==> src/rtl/flu_tx_shaper_ctrl_pkg.sv <==
// flu_tx_shaper_ctrl_pkg: shared FSM state type and SOP byte-offset helper
package flu_tx_shaper_ctrl_pkg;
  typedef enum logic [1:0] {ST_STOPPED, ST_IDLE, ST_IN_FRAME, ST_DRAIN} fsm_state_t;
  function automatic logic [31:0] sop_byte(input logic [31:0] sop_pos, input logic [31:0] sb);
    return sop_pos * sb;
  endfunction
endpackage

==> src/rtl/flu_token_bucket.sv <==
// flu_token_bucket: signed byte-credit bucket with saturating refill and per-word cost
module flu_token_bucket #(
  parameter int WB = 64,
  parameter int CREDIT_WIDTH = 24
) (
  input  logic                    clk,
  input  logic                    rst,
  input  logic                    shaper_en,
  input  logic [15:0]             rate_inc,
  input  logic [CREDIT_WIDTH-2:0] bucket_max,
  input  logic                    acc,
  output logic                    neg
);
  localparam int CW = CREDIT_WIDTH + 1;
  logic signed [CREDIT_WIDTH-1:0] credit_q;
  logic signed [CW-1:0] sum, max_v, cap_v, credit_next;
  // refill first, saturate at the ceiling, then charge a full word if one was accepted
  always_comb begin
    max_v = $signed(CW'(bucket_max));
    sum = CW'(credit_q) + $signed(CW'(rate_inc));
    cap_v = (sum > max_v) ? max_v : sum;
    credit_next = cap_v - $signed(CW'(acc ? WB : 0));
  end
  // with shaping off the bucket sits full so enabling it starts from a full burst
  always_ff @(posedge clk or posedge rst)
    if (rst) credit_q <= '0;
    else credit_q <= shaper_en ? CREDIT_WIDTH'(credit_next) : $signed(CREDIT_WIDTH'(bucket_max));
  assign neg = credit_q[CREDIT_WIDTH-1];
endmodule

==> src/rtl/flu_tx_shaper_ctrl.sv <==
// flu_tx_shaper_ctrl: frame-boundary enable gate and byte-rate shaper on the FLU handshake
module flu_tx_shaper_ctrl
  import flu_tx_shaper_ctrl_pkg::*;
#(
  parameter int DATA_WIDTH = 512,
  parameter int SOP_POS_WIDTH = 3,
  parameter int CREDIT_WIDTH = 24
) (
  input  logic                              CLK,
  input  logic                              RESET,
  input  logic                              CFG_ENABLE,
  input  logic                              CFG_SHAPER_EN,
  input  logic [15:0]                       CFG_RATE_INC,
  input  logic [CREDIT_WIDTH-2:0]           CFG_BUCKET_MAX,
  input  logic [DATA_WIDTH-1:0]             RX_DATA,
  input  logic [SOP_POS_WIDTH-1:0]          RX_SOP_POS,
  input  logic [$clog2(DATA_WIDTH/8)-1:0]   RX_EOP_POS,
  input  logic                              RX_SOP,
  input  logic                              RX_EOP,
  input  logic                              RX_SRC_RDY,
  output logic                              RX_DST_RDY,
  output logic [DATA_WIDTH-1:0]             TX_DATA,
  output logic [SOP_POS_WIDTH-1:0]          TX_SOP_POS,
  output logic [$clog2(DATA_WIDTH/8)-1:0]   TX_EOP_POS,
  output logic                              TX_SOP,
  output logic                              TX_EOP,
  output logic                              TX_SRC_RDY,
  input  logic                              TX_DST_RDY,
  input  logic                              STAT_CLR,
  output logic                              STAT_STOPPED,
  output logic [31:0]                       STAT_FRAMES
);
  localparam int WB = DATA_WIDTH / 8;
  localparam int SB = WB / (2 ** SOP_POS_WIDTH);
  fsm_state_t state, state_next;
  logic open_q, open_next, block, acc, credit_neg;
  flu_token_bucket #(.WB(WB), .CREDIT_WIDTH(CREDIT_WIDTH)) u_bucket (
    .clk(CLK),
    .rst(RESET),
    .shaper_en(CFG_SHAPER_EN),
    .rate_inc(CFG_RATE_INC),
    .bucket_max(CFG_BUCKET_MAX),
    .acc(acc),
    .neg(credit_neg)
  );
  assign block = (~open_q & ~CFG_ENABLE) | (CFG_SHAPER_EN & credit_neg);
  assign acc = RX_SRC_RDY & TX_DST_RDY & ~block;
  assign TX_SRC_RDY = RX_SRC_RDY & ~block;
  assign RX_DST_RDY = TX_DST_RDY & ~block;
  assign TX_DATA = RX_DATA;
  assign TX_SOP_POS = RX_SOP_POS;
  assign TX_EOP_POS = RX_EOP_POS;
  assign TX_SOP = RX_SOP;
  assign TX_EOP = RX_EOP;
  assign STAT_STOPPED = state == ST_STOPPED;
  // a word with SOP placed after its EOP closes one frame and opens the next
  always_comb begin
    open_next = open_q;
    if (acc) open_next = RX_SOP ? (~RX_EOP | (sop_byte(32'(RX_SOP_POS), SB) > 32'(RX_EOP_POS))) : (open_q & ~RX_EOP);
    state_next = open_next ? (CFG_ENABLE ? ST_IN_FRAME : ST_DRAIN) : (CFG_ENABLE ? ST_IDLE : ST_STOPPED);
  end
  // frame state, open flag and frame counter; clear beats a simultaneous increment
  always_ff @(posedge CLK or posedge RESET)
    if (RESET) begin
      state <= ST_STOPPED;
      open_q <= 1'b0;
      STAT_FRAMES <= '0;
    end else begin
      state <= state_next;
      open_q <= open_next;
      STAT_FRAMES <= STAT_CLR ? '0 : STAT_FRAMES + 32'(acc & RX_EOP);
    end
endmodule

==> config.mk <==
export PLATFORM = sky130hd
export DESIGN_NAME = flu_tx_shaper_ctrl
export DESIGN_NICKNAME = d
export VERILOG_FILES = /design/src/rtl/flu_tx_shaper_ctrl_pkg.sv /design/src/rtl/flu_token_bucket.sv /design/src/rtl/flu_tx_shaper_ctrl.sv
export SDC_FILE = /design/constraint.sdc
export NUM_CORES = 1
export LEC_CHECK = 0
export ABC_AREA = 1
export CAP_MARGIN = 0
export CORE_AREA = 2 2 440 442
export CTS_CLUSTER_SIZE = 10
export DETAILED_ROUTE_END_ITERATION = 12
export DIE_AREA = 0 0 442 444
export GPL_TIMING_DRIVEN = 0
export SYNTH_ARGS = -nofsm -noshare
export SYNTH_HDL_FRONTEND = slang
export SYNTH_SLANG_ARGS = --single-unit
==> constraint.sdc <==
create_clock -name CLK -period 4.9 [get_ports CLK]
set_clock_uncertainty 0.15 [all_clocks]
set_input_delay 0.49 -clock CLK [delete_from_list [all_inputs] [get_ports CLK]]
set_output_delay 0.49 -clock CLK [all_outputs]
set_load 0.02 [all_outputs]
==> metrics.cfg <==
[outcome]
run_status = finished clean

[setup_path]
worst_setup_path_end_kind = flip-flop
worst_reg_to_reg_path_cell_count = 29
timing.critical_path.required_ns = 5.01
critical_path.reg2reg.endpoint = u_bucket.credit_q[20]
critPathLaunchType = input port
cp.arrival_ns = 4.86
crit-reg2reg-launch = u_bucket.credit_q[0]
path_delay_family = simple AND/OR/NAND/NOR gates
max_stage_delay_ns = 0.50
path_class = input port to flip-flop
setup.reg_to_reg.worst_slack_ns = 0.26
crit_path_frequent_cell = sky130_fd_sc_hd__nand2_1
timing.critical_path.buf_inv = 3
critical-path-slowest-cell = sky130_fd_sc_hd__clkdlybuf4s50_1
critPathMaxFanout = 11

[die]
die_height_um = 444
floorplan.die.width_um = 442
ios = 1127
num_rows = 161
core-area_um2 = 192000
floorplan.die_area_um2 = 196000
effective_utilization_at_floorplan = 0.0483

[timing]
period_minus_slack_ns = 4.75
report.final.slew_viol_count = 0
final-setup-viol-count = 0
worst_slew_pin_slew_ns = 0.837
max_freq_mhz = 211
post-route-period-util = 0.968
slew_headroom = 0.440
timing.final.ws_setup_ns = 0.155
hold_fails_final_rpt = 0

[yosys]
synth_cell_type_count = 46
ys_top_cells_by_area = sky130_fd_sc_hd__buf_4 (43%), sky130_fd_sc_hd__dfrtp_1 (16%), sky130_fd_sc_hd__nand2_1 (8.7%)
synth_area_per_cell_um2 = 7.01
synth-seq-cells = 58
seq_area_frac_synth = 0.157
yosys.area_share.xor_xnor = 0.0199
synth_largest_area_cell = sky130_fd_sc_hd__buf_4
synth.most_common_cell = sky130_fd_sc_hd__buf_4
synth.area.mux_share = 0
syn-cell-area_um2 = 9250
complex_gate_fraction_of_the_synthesized_area = 0.0745
syn_inst = 1321
combinational_family_with_the_most_area_after_synthesis = buffers and inverters
yosys-top-cells-count = sky130_fd_sc_hd__buf_4 (524), sky130_fd_sc_hd__nand2_1 (215), sky130_fd_sc_hd__inv_1 (107)
ys_warn_count = 0
yosys.area_share.simple = 0.207
synth-async-reset-ratio = 1.00
synth-adder-area-share = 0.0644
ys_dominant_reg_cell = sky130_fd_sc_hd__dfrtp_1
synth.top_cell.area_share = 0.425
synth_edf_count = 0
synthesized_nets = 1937

[grt]
pin_count_of_the_biggest_net_entering_global_routing = 56
grt_pass1_wl_um = 125000
globalRoute.totalOverflow = 0
grt_pass1_vias = 10548
antenna_found_initial = 55
grt_usage = 0.100

[routing]
detail_route.drc_violations = 0
drt_iter0_drc = 801
finalWirelength_um = 104000
routed_via_density = 2.42
ant_nets = 0
detail_route.wl_per_cell_um = 23.1
vias = 10916
first_pass_iteration_count_of_the_detailed_router = 6

[cells_and_area]
regArea_um2 = 1450
multi_input_comb_area_um2 = 3910
nets = 2580
final_cell_area_um2 = 19600
drive_above_1_share = 0.345
flow.area_growth_from_synthesis_pct = 112
number_of_filler_cells_placed_in_the_layout = 22122

[cts]
clock-root-buffer = sky130_fd_sc_hd__clkbuf_16
worstSkewPairLatency_ns = 0.38
cts_buffers = 9
cts-root-to-sink-buffers = 2
clkTransAtPathRegs_ns = 0.06
cts_hold_buffers = 0
cts.sink_count = 58
htreeDepth = 3
tritoncts_clock_tree = yes

[placed_design]
place_hpwl_um = 97700
port_buffers = 614
placed_area_um2 = 18600
post-place-ws_ns = -1.07
gp_congestion = 1.06

[hold_path]
hold_path_class = input port to asynchronous set/reset pin

[pwr]
power_density_nw_per_um2 = 237
vdd.ir_drop.worst_mv = 0.159
p_leak_uw = 0.00800

[run]
max_capacitance_violation_count = 0

-- flip-flops by register name, summed over array words and instances (netlist names) --
name / cells
STAT_FRAMES: 32
open_q: 1
state: 1
u_bucket.credit_q: 24
-- worst max path at each step --
stage / endpoint / start / cells after the start / slack (ns)
after CTS: u_bucket.credit_q[18] / CFG_RATE_INC[0] / 31 / 0.07
after global routing: STAT_FRAMES[20] / CFG_SHAPER_EN / 21 / -0.07
after global placement: u_bucket.credit_q[20] / CFG_RATE_INC[0] / 32 / -1.09
after detailed placement: u_bucket.credit_q[20] / CFG_RATE_INC[0] / 32 / -1.07
after floorplan: u_bucket.credit_q[18] / CFG_RATE_INC[0] / 30 / 0.47
final: u_bucket.credit_q[20] / CFG_RATE_INC[15] / 29 / 0.15
-- stage by stage --
stage | utilization | std cells | power [uW] | setup TNS [ns] | hold slack [ns]
3_5_place_dp | 0.0970 | 4462 | 3510 | -12.55 | 0.306
3_3_place_gp | 0.0969 | 4461 | 3530 | -12.42 | 0.323
6_report | 0.102 | 4510 | 4650 | 0 | 0.181
5_1_grt | 0.102 | 4506 | 4950 | -0.131 | 0.184
4_1_cts | 0.100 | 4481 | 4430 | 0 | 0.158
2_1_floorplan | - | 1321 | 2360 | 0 | 0.393
-- cell usage in the layout (no fill, tap or decap), types with 26 or more instances in the layout --
cell	n
sky130_fd_sc_hd__buf_4	542
sky130_fd_sc_hd__dfrtp_1	58
sky130_fd_sc_hd__a21oi_1	43
sky130_fd_sc_hd__nor2_1	75
sky130_fd_sc_hd__nand2_1	202
sky130_fd_sc_hd__clkdlybuf4s50_1	607
sky130_fd_sc_hd__o21ai_0	36
sky130_fd_sc_hd__nand3_1	49
sky130_fd_sc_hd__inv_1	104
sky130_fd_sc_hd__ha_1	29
sky130_fd_sc_hd__nand2_2	26
-- area by class of cell --
type                    count  area share
repair buffers            633       0.322
plain buffers             535       0.204
multi-input cells         619       0.199
well taps                2526       0.161
flip-flops and latches     58      0.0740
inverters                 108      0.0210
clock buffers              12      0.0131
clock inverters             4     0.00376
diodes                     15     0.00191
-- power breakdown --
group | total, uW | switching (uW) | leakage, uW | internal [uW]
logic | 3310 | 1910 | 0.00708 | 1400
clock network | 746 | 274 | 0.000163 | 472
registers | 600 | 58.7 | 0.000756 | 541
total | 4650 | 2250 | 0.00800 | 2410
-- cell families after synthesis --
family          count (synthesis)
compound gates                122
xor+xnor                       21
fa+ha+maj                      47
buf+inv                       644
flops                          58
simple gates                  429
-- repair_timing --
item                                    4_1_cts  5_1_grt
buffers inserted                              4       14
gates resized for setup                      42       65
endpoints found under the setup margin       16       18
pin swaps                                     6       23
-- layer usage --
metal  global-route usage  up-vias  part of all wire
met4               0.0335        6             0.020
met2                0.166      731              0.48
li1                     -     4945                 -
met3               0.0439       98              0.11
met5                    0        -           0.00039
met1                0.115     5136              0.39
(Power assumes the default switching activity.)
